===== src/rtl/busca_instrucao_if.sv =====
// Fetch-stage bus: program-memory read port plus the valid/ready instruction stream to decode.
// master = fetch stage, slave = memory/decode side.
interface busca_instrucao_if #(
  parameter int unsigned DATA_WIDTH = 8,
  parameter int unsigned ADDR_WIDTH = 12
);
  logic [ADDR_WIDTH-1:0] mem_addr;
  logic [DATA_WIDTH-1:0] mem_data;
  logic                  desvio;
  logic [ADDR_WIDTH-1:0] desvio_addr;
  logic [DATA_WIDTH-1:0] instr;
  logic [ADDR_WIDTH-1:0] instr_pc;
  logic                  instr_valid;
  logic                  instr_ready;

  modport master (
    output mem_addr, instr, instr_pc, instr_valid,
    input  mem_data, desvio, desvio_addr, instr_ready
  );

  modport slave (
    input  mem_addr, instr, instr_pc, instr_valid,
    output mem_data, desvio, desvio_addr, instr_ready
  );
endinterface


===== src/rtl/busca_instrucao.sv =====
// Instruction fetch: owns the fetch PC, reads a byte per cycle and queues it in a prefetch FIFO.
// Optional macro BUSCA_BYPASS_EN forwards a return straight to decode when the FIFO is empty.
module busca_instrucao #(
  parameter int unsigned           DATA_WIDTH = 8,
  parameter int unsigned           ADDR_WIDTH = 12,
  parameter int unsigned           FIFO_DEPTH = 4,
  parameter logic [ADDR_WIDTH-1:0] RESET_ADDR = '0
) (
  input logic                 clock,
  input logic                 reset_n,
  busca_instrucao_if.master   bus_io
);

  localparam int unsigned PtrW = $clog2(FIFO_DEPTH);

  logic [ADDR_WIDTH-1:0] pc_q, pc_d;
  logic [ADDR_WIDTH-1:0] infl_pc_q, infl_pc_d;
  logic                  infl_q, infl_d;
  logic                  run_q;
  logic [PtrW-1:0]       wr_q, wr_d, rd_q, rd_d;
  logic [PtrW:0]         cnt_q, cnt_d;

  logic [DATA_WIDTH-1:0] data_q [FIFO_DEPTH];
  logic [ADDR_WIDTH-1:0] tag_q  [FIFO_DEPTH];

  logic head_valid, byp_valid, pop, byp_take, push, wr_en, issue;

  always_comb begin
    head_valid = (cnt_q != '0);
`ifdef BUSCA_BYPASS_EN
    byp_valid = !head_valid && infl_q && !bus_io.desvio;
`else
    byp_valid = 1'b0;
`endif
    pop      = head_valid && bus_io.instr_ready;
    byp_take = byp_valid && bus_io.instr_ready;
    push     = infl_q && !byp_take;
    wr_en    = push && !bus_io.desvio;
    // run_q keeps the first edge after an asynchronous release from also issuing a read
    issue    = run_q && !bus_io.desvio && ((32'(cnt_q) + 32'(infl_q)) < FIFO_DEPTH);

    bus_io.mem_addr    = pc_q;
    bus_io.instr_valid = head_valid || byp_valid;
    if (head_valid) begin
      bus_io.instr    = data_q[rd_q];
      bus_io.instr_pc = tag_q[rd_q];
    end else if (byp_valid) begin
      bus_io.instr    = bus_io.mem_data;
      bus_io.instr_pc = infl_pc_q;
    end else begin
      bus_io.instr    = '0;
      bus_io.instr_pc = '0;
    end
  end

  always_comb begin
    pc_d      = pc_q;
    infl_d    = infl_q;
    infl_pc_d = infl_pc_q;
    wr_d      = wr_q;
    rd_d      = rd_q;
    cnt_d     = cnt_q;
    if (bus_io.desvio) begin
      // Flush wins over issue and capture; any in-flight return is dropped
      pc_d   = bus_io.desvio_addr;
      infl_d = 1'b0;
      wr_d   = '0;
      rd_d   = '0;
      cnt_d  = '0;
    end else begin
      infl_d = issue;
      if (issue) begin
        pc_d      = pc_q + ADDR_WIDTH'(1);
        infl_pc_d = pc_q;
      end
      if (wr_en) wr_d = wr_q + PtrW'(1);
      if (pop)   rd_d = rd_q + PtrW'(1);
      if (wr_en && !pop) begin
        cnt_d = cnt_q + (PtrW+1)'(1);
      end else if (pop && !wr_en) begin
        cnt_d = cnt_q - (PtrW+1)'(1);
      end
    end
  end

  always_ff @(posedge clock or negedge reset_n) begin
    if (!reset_n) begin
      pc_q      <= RESET_ADDR;
      infl_pc_q <= '0;
      infl_q    <= 1'b0;
      run_q     <= 1'b0;
      wr_q      <= '0;
      rd_q      <= '0;
      cnt_q     <= '0;
    end else begin
      pc_q      <= pc_d;
      infl_pc_q <= infl_pc_d;
      infl_q    <= infl_d;
      run_q     <= 1'b1;
      wr_q      <= wr_d;
      rd_q      <= rd_d;
      cnt_q     <= cnt_d;
    end
  end

  // Storage needs no reset: entries are only visible through cnt_q
  always_ff @(posedge clock) begin
    if (wr_en) begin
      data_q[wr_q] <= bus_io.mem_data;
      tag_q[wr_q]  <= infl_pc_q;
    end
  end

endmodule

===== src/flat_wrapper.sv =====
// flat-port wrapper written by rule: the top's interface ports become plain ports
module busca_instrucao_flat 
#(
  parameter int unsigned           DATA_WIDTH = 8,
  parameter int unsigned           ADDR_WIDTH = 12,
  parameter int unsigned           FIFO_DEPTH = 4,
  parameter logic [ADDR_WIDTH-1:0] RESET_ADDR = '0
)
  (clock, reset_n, bus_io_mem_addr, bus_io_instr, bus_io_instr_pc, bus_io_instr_valid, bus_io_mem_data, bus_io_desvio, bus_io_desvio_addr, bus_io_instr_ready);
  busca_instrucao_if #(.DATA_WIDTH(DATA_WIDTH), .ADDR_WIDTH(ADDR_WIDTH)) bus_io_i ();
  input logic clock;
  input logic reset_n;
  output wire logic [$bits(bus_io_i.mem_addr)-1:0] bus_io_mem_addr;
  output wire logic [$bits(bus_io_i.instr)-1:0] bus_io_instr;
  output wire logic [$bits(bus_io_i.instr_pc)-1:0] bus_io_instr_pc;
  output wire logic [$bits(bus_io_i.instr_valid)-1:0] bus_io_instr_valid;
  input wire logic [$bits(bus_io_i.mem_data)-1:0] bus_io_mem_data;
  input wire logic [$bits(bus_io_i.desvio)-1:0] bus_io_desvio;
  input wire logic [$bits(bus_io_i.desvio_addr)-1:0] bus_io_desvio_addr;
  input wire logic [$bits(bus_io_i.instr_ready)-1:0] bus_io_instr_ready;
  assign bus_io_mem_addr = bus_io_i.mem_addr;
  assign bus_io_instr = bus_io_i.instr;
  assign bus_io_instr_pc = bus_io_i.instr_pc;
  assign bus_io_instr_valid = bus_io_i.instr_valid;
  assign bus_io_i.mem_data = bus_io_mem_data;
  assign bus_io_i.desvio = bus_io_desvio;
  assign bus_io_i.desvio_addr = bus_io_desvio_addr;
  assign bus_io_i.instr_ready = bus_io_instr_ready;
  busca_instrucao #(.DATA_WIDTH(DATA_WIDTH), .ADDR_WIDTH(ADDR_WIDTH), .FIFO_DEPTH(FIFO_DEPTH), .RESET_ADDR(RESET_ADDR)) u_core (.clock(clock), .reset_n(reset_n), .bus_io(bus_io_i));
endmodule

===== config.mk =====
export PLATFORM = sky130hd
export DESIGN_NAME = busca_instrucao_flat
export DESIGN_NICKNAME = d
export VERILOG_FILES = /design/src/rtl/busca_instrucao_if.sv /design/src/rtl/busca_instrucao.sv /design/src/flat_wrapper.sv
export SDC_FILE = /design/constraint.sdc
export NUM_CORES = 1
export LEC_CHECK = 0
export CAP_MARGIN = 10
export CORE_MARGIN = 4
export CORE_UTILIZATION = 63
export CTS_BUF_LIST = sky130_fd_sc_hd__clkbuf_16
export DETAILED_ROUTE_END_ITERATION = 6
export DONT_BUFFER_PORTS = 1
export PLACE_DENSITY = 0.79
export RECOVER_POWER = 25
export SLEW_MARGIN = 10
export SYNTH_ARGS = -nofsm -noshare
export SYNTH_HDL_FRONTEND = slang
export SYNTH_SLANG_ARGS = --single-unit

===== constraint.sdc =====
create_clock -name clock -period 2.09 [get_ports clock]
set_input_delay 0.3135 -clock clock [delete_from_list [all_inputs] [get_ports clock]]
set_output_delay 0.3135 -clock clock [all_outputs]
set_load 0.01 [all_outputs]

# Word-level counts from Yosys, hierarchy flattened
# Memories as Yosys holds them, arrays and structs flattened.
# Index checks and enable logic that the tools add are counted.
# op_classes
n_lt_le_gt_ge	1
n_mux	14
n_reduce_logical	15
add_sub_neg	6
bitwise	1
# op_table
cell	n
$mux W12	3
$lt A32 B3 Y1 const B	1
$add A12 B1 Y12 const B	1
$mux W3	3
$mux W2	4
$mux W8	1
$logic_and A1 B1 Y1	6
$reduce_bool A2 Y1	3
$reduce_bool A3 Y1	2
$add A2 B1 Y2 const B	2
$add A3 B1 Y4	1
$add A3 B1 Y3 const B	1
$logic_not A1 Y1	3
$mux W1	3
$sub A3 B1 Y3 const B	1
$reduce_and A2 Y1	1
$not A1 Y1	1
# word_totals
memories	2
ramBits	80
word_cells	46
input_bits	24
reg_bits	33
output_inout_bits	33
# mem_list
name	depth	word_bits	read_ports	rd_clocked_by_memory_dff	wr	line_no	rtl
u_core.tag_q	4	12	1	0	1	busca_instrucao.sv:24	logic [ADDR_WIDTH-1:0] tag_q [FIFO_DEPTH];
u_core.data_q	4	8	1	0	1	busca_instrucao.sv:23	logic [DATA_WIDTH-1:0] data_q [FIFO_DEPTH];

# Depth between registers and ports, before layout
# Gate-level depths: netlist of run 1.
# logic_depth
depth_word	7
depth_mapped	8
ltp_nobuf	7

# Worst setup path before layout of run 1
# Ideal clock, no wire load.
# synth_path
kind	reg-to-reg
startpoint	register u_core.infl_q
endpoint	register u_core.cnt_q[2]
setup_ns	0.071
t_required_ns	2.019
path_slack_ns	0.266
period_less_slack_ns	1.824
n_path_buf	1
arrival_ns	1.752
path_stages_with_launch	9
path_cell_list	dfrtp_1 buf_4 nor2b_1 and2_1 fa_1 nand2_1 o2bb2ai_2 a221o_1 nor2_1
# synth_between
elab_chain_cells	4
elab_cells_between_ends	7
cone_classes	mux (2); reduce/logical (5)
# synth_lines
element	line_no	rtl
start: declaration	busca_instrucao.sv:18	logic infl_q, infl_d;
start signal: assignment	busca_instrucao.sv:98	infl_q <= infl_d;
$logic_and A1 B1 Y1 (*)	busca_instrucao.sv:38	wr_en = push && !bus_io.desvio;
$logic_and A1 B1 Y1 / $logic_not A1 Y1 (equally long branches)	busca_instrucao.sv:78, busca_instrucao.sv:80	
$mux W3 / $logic_and A1 B1 Y1 (equally long branches)	busca_instrucao.sv:78, busca_instrucao.sv:80	
$mux W3 / $reduce_bool A3 Y1 (equally long branches)	--	
end signal: assignment	busca_instrucao.sv:102	cnt_q <= cnt_d;
end: declaration	busca_instrucao.sv:21	logic [PtrW:0] cnt_q, cnt_d;
# Mark *: on every way between the ends. The rest lies on a longest branch, timed or not.
# A chain may end at the register's enable or synchronous reset.

# Worst setup path in the final report of run 1
# layout_path
startpoint	register u_core.rd_q[0]
endpoint	output bus_io_instr_pc[3]
# layout_between
elab_chain_cells	2
# layout_lines
element	line_no	rtl
start: declaration	busca_instrucao.sv:20	logic [PtrW-1:0] wr_q, wr_d, rd_q, rd_d;
start signal: assignment	busca_instrucao.sv:101	rd_q <= rd_d;
$mem_v2 Z4 W12	--	
$mux W12	busca_instrucao.sv:44	if (head_valid) begin
end: declaration	flat_wrapper.sv:15	output wire logic [$bits(bus_io_i.instr_pc)-1:0] bus_io_instr_pc;
# Every way passes these cells.

==> results.md, run 1 <==
- CP Data Required Time: 1.78 ns
- Residual DRC count: 0
- DP Cell Count: 383
- Status: finished, final reports clean
- Synth area leaders: edfxtp_1 (51%), dfrtp_1 (18%), mux4_2 (9.6%), and2_1 (3.6%), mux2_2 (2.9%)
- Setup TNS Final: 0 ns
- Register area share after synthesis: 68.7%
- Fin nets: 347
- Pin count of the biggest net entering global routing: 34
- Static leakage: 0.00209 uW
- H-tree depth: 4
- Vias in the first global route: 2683
- Worst slew pin tran: 1.42 ns
- Io pins: 57
- Max VDD drop: 0.000859 V
- Layout Cells excl Fill: 429
- Synth warn: 0
- RD Place Congestion: 0.823
- Final hold viol count: 0
- Worst setup SP type: flop
- Kind of critical path: reg -> out
- Clk sinks: 113
- #FFs+latches synth: 113
- Detail Placement HPWL: 4970 um
- Area after DPL: 4860 um^2
- Pre-antenna DRT Iters: 4
- Core footprint: 7250 um^2
- Synthesized Nets: 315
- Root buffer cell: clkbuf_16
- CP max stage cell: mux4_2
- Clock Tree Buf Depth: 2
- Final Slew Violations: 0
- CTS tree: built
- Fraction of layout cells with a size suffix above 1: 28.2%
- Worst-path cell chain: buf_12 > mux4_2 > and2_4
- DRT antenna net count: 0
- Post-route cell area: 5640 um^2
- Global route overflow: 0
- Slew margin rel.: 5.49%
- Initial antenna violation count: 0
- Skew final: 0.00688 ns
- FF-to-FF path depth: 7
- WHS Path Cells: 1
- Cell Pwr Density: 1340 nW/um^2
- Avg Inst Size Synth: 16.5 um^2
- Max incr delay on CP: 0.55 ns
- Rows: 31
- PortBufs: 0
- Die Wd: 94.4 um
- Synthesized cell area: 4700 um^2
- RSZ-0062 raised after global routing: yes
- Syn-to-layout area delta: 19.9%
- Starting Density: 64.8%
- WP data arrival: 1.76 ns
- Routed vias: 2547
- Synth Instances: 285
- Tightest Hold Check Type: in -> reg
- All-layer global routing usage: 23.3%
- Avg WL per Cell: 21.1 um
- Antenna fix cells: 0
- Final period utilization: 99.1%
- Tmin final: 2.07 ns
- WL final: 9050 um
- Full die area: 8900 um^2
- Yosys top cell by area: edfxtp_1
- Skew-Pair Late Insertion Delay: 0.40 ns
- CTS Buf Count: 17
- Crit path max fanout: 9
- Share of the synthesized area in the top cell type: 51.1%
- Routed vias/inst: 5.94
- Max_cap viols: 0
- Fin util: 77.7%
- Achievable Freq: 483 MHz
- First-pass GRT wire length: 14500 um
- Die height: 94.4 um
- DRT iter0 DRCs: 176
- Clock transition at the registers of the reported paths: 0.05 ns
- Distinct cells, synth: 38
- Worst Setup End Kind: primary output
- Endpoints failing setup: 0
- Filler instances: 403
-- through the flow --
| step | total power [uW] | hold WS [ns] | setup slack (ns) |
|---|---|---|---|
| detailed placement | 4510 | 0.0190 | 0.318 |
| floorplan | 4150 | 0.0179 | 0.266 |
| global route | 7900 | 0.00373 | -0.0254 |
| CTS | 7500 | 0.00596 | -0.0273 |
| global placement | 4450 | 0.0191 | 0.380 |
| finish | 7550 | 0.0231 | 0.0190 |
-- worst paths after layout --
kind,from,to,slack [ns]
worst max-delay path,u_core.rd_q[0],bus_io_instr_pc[3],0.02
worst min-delay path,bus_io_desvio,u_core.bus_io.mem_addr[4],0.02
worst max register to register,u_core.cnt_q[2],u_core.cnt_q[2],0.21
worst min register to register,u_core.infl_pc_q[4],u_core.tag_q[0][4],0.52
max in group asynchronous,reset_n,u_core.rd_q[0],0.35
min in group asynchronous,reset_n,u_core.infl_pc_q[0],0.80
-- power by group --
group | internal (uW) | switching, uW | leakage (uW)
Sequential | 2750 | 300 | 0.00113
Clock | 1840 | 947 | 0.000301
Combinational | 890 | 814 | 0.000659
Total | 5490 | 2060 | 0.00209
-- cell families (layout without fill, tap and decap cells) --
kind of cell             Yosys count  in the layout  synth area share [%]
multiplexers                      35             35                  13.1
AO/OA/AOI/OAI                     19             19                  2.85
buffers and inverters             20             65                  1.89
other                              1              1                0.0798
adder cells (fa/ha/maj)            6              6                  1.76
flip-flops                       113            113                  68.7
AND/OR/NAND/NOR                   80             80                  9.56
XOR/XNOR                          11             11                  2.05
-- cell usage after synthesis (all sizes together) --
cell     instances
a211oi           1
a221o            1
a22oi            1
a311oi           1
and2            27
and3             3
and4             2
buf              8
clkbuf           5
conb             1
dfrtp           33
edfxtp          80
fa               1
ha               5
inv              7
mux2            12
mux2i            3
mux4            20
nand2           14
nand2b           1
nand3           12
nand4            5
nor2             8
nor2b            4
nor3             2
o211ai           2
o21ai            9
o2bb2ai          1
o311ai           2
o31ai            1
or3              1
or4              1
xnor2            4
xor2             7
-- timing repair --
action | in CTS | in global routing
resized for setup | 6 | 12
hold buffers | 11 | 1
endpoints found under the setup margin | 6 | 18
endpoints found under the hold margin | 71 | 2
cloned | 1 | 0
buffers inserted | 0 | 1
-- routing by layer --
layer	track usage (%)	up-vias	share of wire, %
met3	6.53	8	6.1
li1	-	1147	-
met4	11.8	0	1.8
met5	0	-	0
met2	37.3	98	52
met1	29.3	1294	40
-- cell type report --
class,count,area (um^2),area share (%)
Clock buffer,17,425,7.55
Clock inverter,15,153,2.71
Inverter,7,26.3,0.466
Multi-Input combinational cell,152,1420,25.1
Sequential cell,113,3230,57.3
Tap cell,99,124,2.20
Timing Repair Buffer,26,262,4.64
-- registers in the layout, indices dropped and copies added, names as in the netlist, 2 cells and up --
| name | cells |
|---|---|
| u_core.wr_q | 2 |
| u_core.cnt_q | 3 |
| u_core.rd_q | 2 |
| u_core.bus_io.mem_addr | 12 |
| u_core.tag_q | 48 |
| u_core.data_q | 32 |
| u_core.infl_pc_q | 12 |
-- worst max-delay path: cells and delay by family (launching register included) --
family / cells / cell delay [ns]
muxes: 1 / 0.55
DFF: 1 / 0.45
and+or+nand+nor: 1 / 0.19
buffers and inverters: 1 / 0.17
-- placed cells by master (no fill, tap or decap), types with 2 or more instances in the layout --
| master | n |
|---|---|
| and4_1 | 2 |
| dlygate4sd3_1 | 11 |
| nand3_2 | 2 |
| clkbuf_16 | 18 |
| mux2i_1 | 3 |
| ha_1 | 5 |
| clkinv_4 | 2 |
| nand3_1 | 10 |
| nand4_1 | 5 |
| clkinv_2 | 6 |
| o21ai_0 | 9 |
| nor2_1 | 8 |
| xnor2_1 | 4 |
| buf_4 | 11 |
| mux4_2 | 20 |
| and3_1 | 3 |
| mux2_2 | 12 |
| nor2b_1 | 4 |
| dfrtp_1 | 32 |
| inv_1 | 10 |
| bufinv_16 | 3 |
| o211ai_1 | 2 |
| xor2_1 | 7 |
| nand2_1 | 14 |
| edfxtp_1 | 80 |
| and2_4 | 14 |
| and2_1 | 13 |
| o311ai_0 | 2 |
(Power assumes the default switching activity.)
==> inputs of run 2 (changes only) <==
- CORE_UTILIZATION: 63 -> 55
- DONT_BUFFER_PORTS: 1 -> unset
==> results.md, run 2 (synthesized netlist as in run 1, its figures left out) <==
- Endpoints failing setup: 20
- Commonest cells after routing, fill and taps aside: edfxtp_1 (80), dfrtp_1 (32), clkdlybuf4s50_1 (26), mux4_2 (20), clkbuf_16 (17)
- Clock Tree Buf Depth: 2
- Achievable Freq: 461 MHz
- Global route overflow: 0
- Pre-antenna DRT Iters: 4
- Routed vias: 2775
- Routed vias/inst: 5.64
- First-pass GRT wire length: 15800 um
- Largest Register: u_core.tag_q
- Die Wd: 100 um
- Clock transition at the registers of the reported paths: 0.05 ns
- Total chip power: 8230 uW
- Most common cell after layout, fill and taps aside: edfxtp_1
- Final hold viol count: 0
- Full die area: 10100 um^2
- Rows: 33
- Skew-Pair Late Insertion Delay: 0.41 ns
- Residual DRC count: 0
- WP data arrival: 1.86 ns
- Vias in the first global route: 2863
- Fraction of layout cells with a size suffix above 1: 31.3%
- DRT iter0 DRCs: 133
- CP Data Required Time: 1.78 ns
- Max_cap viols: 0
- Status: complete, but fails checks
- Kind of critical path: reg -> out
- Pin count of the biggest net entering global routing: 34
- Worst slew pin tran: 0.847 ns
- Max VDD drop: 0.000820 V
- Fin util: 75.6%
- Detail Placement HPWL: 5690 um
- Tightest Hold Check Type: in -> reg
- Largest registers: u_core.tag_q x48, u_core.data_q x32
- Fin nets: 404
- Clk sinks: 113
- Crit path max fanout: 5
- FF-to-FF path depth: 8
- Io pins: 57
- Worst Setup End Kind: primary output
- WL final: 9950 um
- Setup TNS Final: -0.755 ns
- Tmin final: 2.17 ns
- PortBufs: 56
- Antenna fix cells: 0
- Filler instances: 486
- Skew final: 0.0116 ns
- Final Slew Violations: 0
- Syn-to-layout area delta: 32.9%
- Slew margin rel.: 43.5%
- WHS Path Cells: 3
- Final period utilization: 104%
- DRT antenna net count: 0
- Hold slack: 0.467 ns
- CTS tree: built
- Worst setup SP type: flop
- Violated checks: negative setup slack
- Root buffer cell: clkbuf_16
- Cell Pwr Density: 1320 nW/um^2
- Starting Density: 56.9%
- Avg WL per Cell: 20.2 um
- Initial antenna violation count: 0
- H-tree depth: 4
- Max reg flops: 48
- CTS Buf Count: 17
- Setup WS post-layout: -0.0811 ns
- All-layer global routing usage: 21.7%
- Die height: 100 um
- Static leakage: 0.00236 uW
- Core footprint: 8260 um^2
- RD Place Congestion: 0.833
- RSZ-0062 raised after global routing: yes
[run 2: cell types whose count changed in the layout (fill, tap and decap cells not counted), sizes merged]
cell and delta:
buf +33, clkdlybuf4s50 +26, clkinv -4, clkinvlp +3
dlygate4sd3 -2, inv +1
[run 2: worst max-delay path: stages, from the launching register on]
cell,delay (ns)
dfrtp_2,0.39
buf_12,0.11
buf_12,0.11
mux4_2,0.54
and2_4,0.18
buf_6,0.11
[run 2: through the flow]
step | cells | cell area [um^2] | setup slack [ns]
after global routing | 492 | 6240 | -0.116
after CTS | 493 | 6220 | -0.153
after global placement | 454 | 5570 | 0.0242
after detailed placement | 454 | 5570 | -0.0405
final | 492 | 6240 | -0.0811
after floorplan | 285 | 4700 | 0.266
[run 2: path summary, 6_finish.rpt]
path                                            start                   endpoint  slack [ns]
worst min-delay path            bus_io_desvio_addr[4]  u_core.bus_io.mem_addr[4]        0.47
worst min register to register   u_core.infl_pc_q[11]        u_core.tag_q[1][11]        0.53
worst max register to register        u_core.cnt_q[2]            u_core.cnt_q[2]        0.31
max in group asynchronous                     reset_n             u_core.rd_q[0]        0.96
worst max-delay path                   u_core.rd_q[0]         bus_io_instr_pc[9]       -0.08
min in group asynchronous                     reset_n        u_core.infl_pc_q[3]        0.54
[run 2: repair_timing]
action                     CTS  global route
cloned                       2             0
setup endpoints to repair   21            21
resized for setup           95            17
pin swaps                   16             0
hold endpoints to repair     0             0
setup buffers                5             1
hold buffers                 0             0
[run 2: area by class of cell]
| cell class | instances | area, um^2 | share of cell area, % |
|---|---|---|---|
| Tap cell | 105 | 131 | 2.10 |
| Clock inverter | 15 | 154 | 2.46 |
| Timing Repair Buffer | 83 | 868 | 13.9 |
| Clock buffer | 17 | 425 | 6.81 |
| Sequential cell | 113 | 3230 | 51.7 |
| Multi-Input combinational cell | 152 | 1410 | 22.6 |
| Inverter | 7 | 26.3 | 0.421 |
[run 2: per-layer routing]
| layer | vias to the layer above | GRT usage [%] | wire length [um] |
|---|---|---|---|
| met1 | 1415 | 28.8 | 4320 |
| met3 | 12 | 6.25 | 483 |
| met2 | 83 | 33.6 | 4980 |
| met4 | 0 | 9.74 | 166 |
| met5 | - | 0 | 0 |
| li1 | 1265 | - | - |
[run 2: report_power, final]
| group | switching, uW | leakage, uW | internal [uW] |
|---|---|---|---|
| logic | 1020 | 0.000946 | 1420 |
| registers | 247 | 0.00113 | 2750 |
| clock network | 950 | 0.000289 | 1840 |
| total | 2220 | 0.00236 | 6010 |
==> inputs of run 3 (changes only) <==
- ABC_AREA: unset -> 1
- CORE_UTILIZATION: 55 -> 50
- PLACE_DENSITY: 0.79 -> 0.75
- SLEW_MARGIN: 10 -> unset
- clock period: 2.09 -> 1.99 ns (I/O delays scaled with it)
==> results.md, run 3 <==
- Status: finished, final reports clean
- Skew final: 0.00695 ns
- Tightest Hold Check Type: in -> reg
- Pre-antenna DRT Iters: 5
- Worst slew pin tran: 0.834 ns
- Endpoints failing setup: 0
- H-tree depth: 4
- Fin nets: 586
- Synth Instances: 466
- CP Data Required Time: 1.69 ns
- Hold path startpoint: bus_io_desvio_addr[8]
- Routed vias/inst: 5.18
- Distinct cells, synth: 33
- WHS Path Cells: 3
- Fraction of layout cells with a size suffix above 1: 21.4%
- DP Cell Count: 661
- Avg WL per Cell: 16.0 um
- Final period utilization: 99.5%
- #FFs+latches synth: 113
- Pin count of the biggest net entering global routing: 34
- Yosys top cell by area: edfxtp_1
- Dpl ws: -0.0336 ns
- Core footprint: 9370 um^2
- Largest registers: u_core.tag_q x48, u_core.data_q x32
- CP startpoint: u_core.rd_q[0]
- Slew margin rel.: 44.4%
- Initial antenna violation count: 0
- Starting Density: 52.3%
- Rows: 35
- Clk sinks: 113
- Most frequent cells after synthesis: nor2_1 (90), edfxtp_1 (80), nand2_1 (67)
- Kind of critical path: reg -> out
- Filler instances: 717
- Die Wd: 107 um
- Achievable Freq: 505 MHz
- WL final: 11200 um
- Avg Inst Size Synth: 10.5 um^2
- Skew-Pair Late Insertion Delay: 0.41 ns
- Clock Tree Buf Depth: 2
- Antenna fix cells: 0
- Post-synth EDFFs: 80
- Static leakage: 0.00263 uW
- Vias in the first global route: 3678
- FF-to-FF path depth: 13
- Routing usage on met1: 24.8%
- Final Slew Violations: 0
- Die height: 107 um
- PortBufs: 56
- Top FF cell, synth: edfxtp_1
- Worst setup SP type: flop
- Synth warn: 0
- Reg2reg start: u_core.cnt_q[1]
- CTS Buf Count: 17
- Detail Placement HPWL: 7090 um
- Top-count cell post-synth: nor2_1
- Share of the synthesized area in the top cell type: 49.0%
- Routed vias: 3617
- Max VDD drop: 0.000662 V
- Setup TNS Final: 0 ns
- Layout Cells excl Fill: 698
- Synthesized cell area: 4900 um^2
- DRT antenna net count: 0
- Largest Register: u_core.tag_q
- Setup WS post-layout: 0.0109 ns
- Max_cap viols: 0
- Tmin final: 1.98 ns
- Syn-to-layout area delta: 31.8%
- CTS tree: built
- Global route overflow: 0
- Io pins: 57
- All-layer global routing usage: 20.2%
- Synthesized Nets: 496
- Root buffer cell: clkbuf_16
- DRT iter0 DRCs: 200
- WP data arrival: 1.68 ns
- Clock transition at the registers of the reported paths: 0.06 ns
- RD Place Congestion: 0.819
- Register area share after synthesis: 65.9%
- Async S/R FF share, synth: 29.2%
- Full die area: 11400 um^2
- Worst Setup End Kind: primary output
- Met2 global-route usage: 34.9%
- Residual DRC count: 0
- Busiest grt layer: met2
- Crit path max fanout: 4
- Final hold viol count: 0
- Commonest cells after routing, fill and taps aside: nor2_1 (81), edfxtp_1 (80), nand2_1 (67), dfrtp_1 (32), inv_1 (31)
- Most common cell after layout, fill and taps aside: nor2_1
- RSZ-0062 raised after global routing: yes
- Met3 usage: 5.30%
- First-pass GRT wire length: 17800 um
- Cell Pwr Density: 1390 nW/um^2
- Synth area leaders: edfxtp_1 (49%), dfrtp_1 (17%), nor2_1 (6.9%), nand2_1 (5.1%), o21ai_0 (4.5%)
- Max reg flops: 48
==> run 3: cell count changes in the layout (fill, tap and decap cells not counted), moves of 18 or more <==
cell,previous run,this run
a21oi_1,0,18
inv_1,11,31
mux4_2,20,0
nand2_1,14,67
nor2_1,8,81
o21ai_0,9,30
o21ai_1,0,30
==> run 3: where the power goes <==
part | leakage [uW] | internal [uW] | switching, uW
Combinational | 0.00121 | 1230 | 1570
Clock | 0.000280 | 1950 | 1060
Sequential | 0.00114 | 2890 | 302
Total | 0.00263 | 6080 | 2930
==> run 3: stage by stage <==
stage | total power (uW) | instance area (um^2) | hold slack, ns | util (%)
after floorplan | 4580 | 4900 | 0.00291 | -
after global placement | 5900 | 5800 | 0.491 | 61.9
after detailed placement | 6000 | 5800 | 0.505 | 61.9
after CTS | 8910 | 6380 | 0.301 | 68.1
after global routing | 9470 | 6460 | 0.459 | 68.9
final | 9010 | 6460 | 0.452 | 68.9
==> run 3: worst paths after layout <==
path,to,slack [ns]
min,u_core.bus_io.mem_addr[8],0.45
min reg2reg,u_core.tag_q[1][7],0.52
max,bus_io_instr_pc[2],0.01
max in group asynchronous,u_core.rd_q[0],0.88
max reg2reg,u_core.cnt_q[2],0.19
min in group asynchronous,u_core.bus_io.mem_addr[4],0.51
==> run 3: logic make-up after synthesis <==
kind of cell / after synthesis / synth area share, %
XOR/XNOR: 1 / 0.179
buffers and inverters: 57 / 5.06
flip-flops: 113 / 65.9
AND/OR/NAND/NOR: 203 / 18.0
other: 1 / 0.0765
AO/OA/AOI/OAI: 85 / 9.12
adder cells (fa/ha/maj): 6 / 1.69
==> run 3: final cells by class <==
cell class,instances,area [um^2],share of cell area (%)
clock buffer,17,425,6.59
clock inverter,15,170,2.63
inverter,37,144,2.23
multi-input combinational,296,1460,22.6
sequential,113,3230,50.0
tap,129,161,2.50
timing repair buffer,91,866,13.4
==> run 3: critical path, cell delays in order (launching register included) <==
cell and delay, ns:
dfrtp_2 0.42, buf_6 0.15, clkbuf_16 0.14, nor2_1 0.04, nor2_1 0.10, o21ai_1 0.11
a21oi_2 0.16, buf_2 0.15
==> run 3: timing repair <==
| item | CTS | global route |
|---|---|---|
| hold endpoints to repair | 0 | 0 |
| cloned | 0 | 3 |
| hold buffers | 0 | 0 |
| pin swaps | 8 | 15 |
| setup endpoints to repair | 21 | 19 |
| buffers inserted | 2 | 0 |
| resized for setup | 83 | 35 |
==> run 3: metal layers <==
metal  routed length [um]  vias to the layer above
met1                 4710                     1735
met3                  639                        7
met4                   95                        0
li1                     -                     1759
met2                 5720                      116
met5                    0                        -
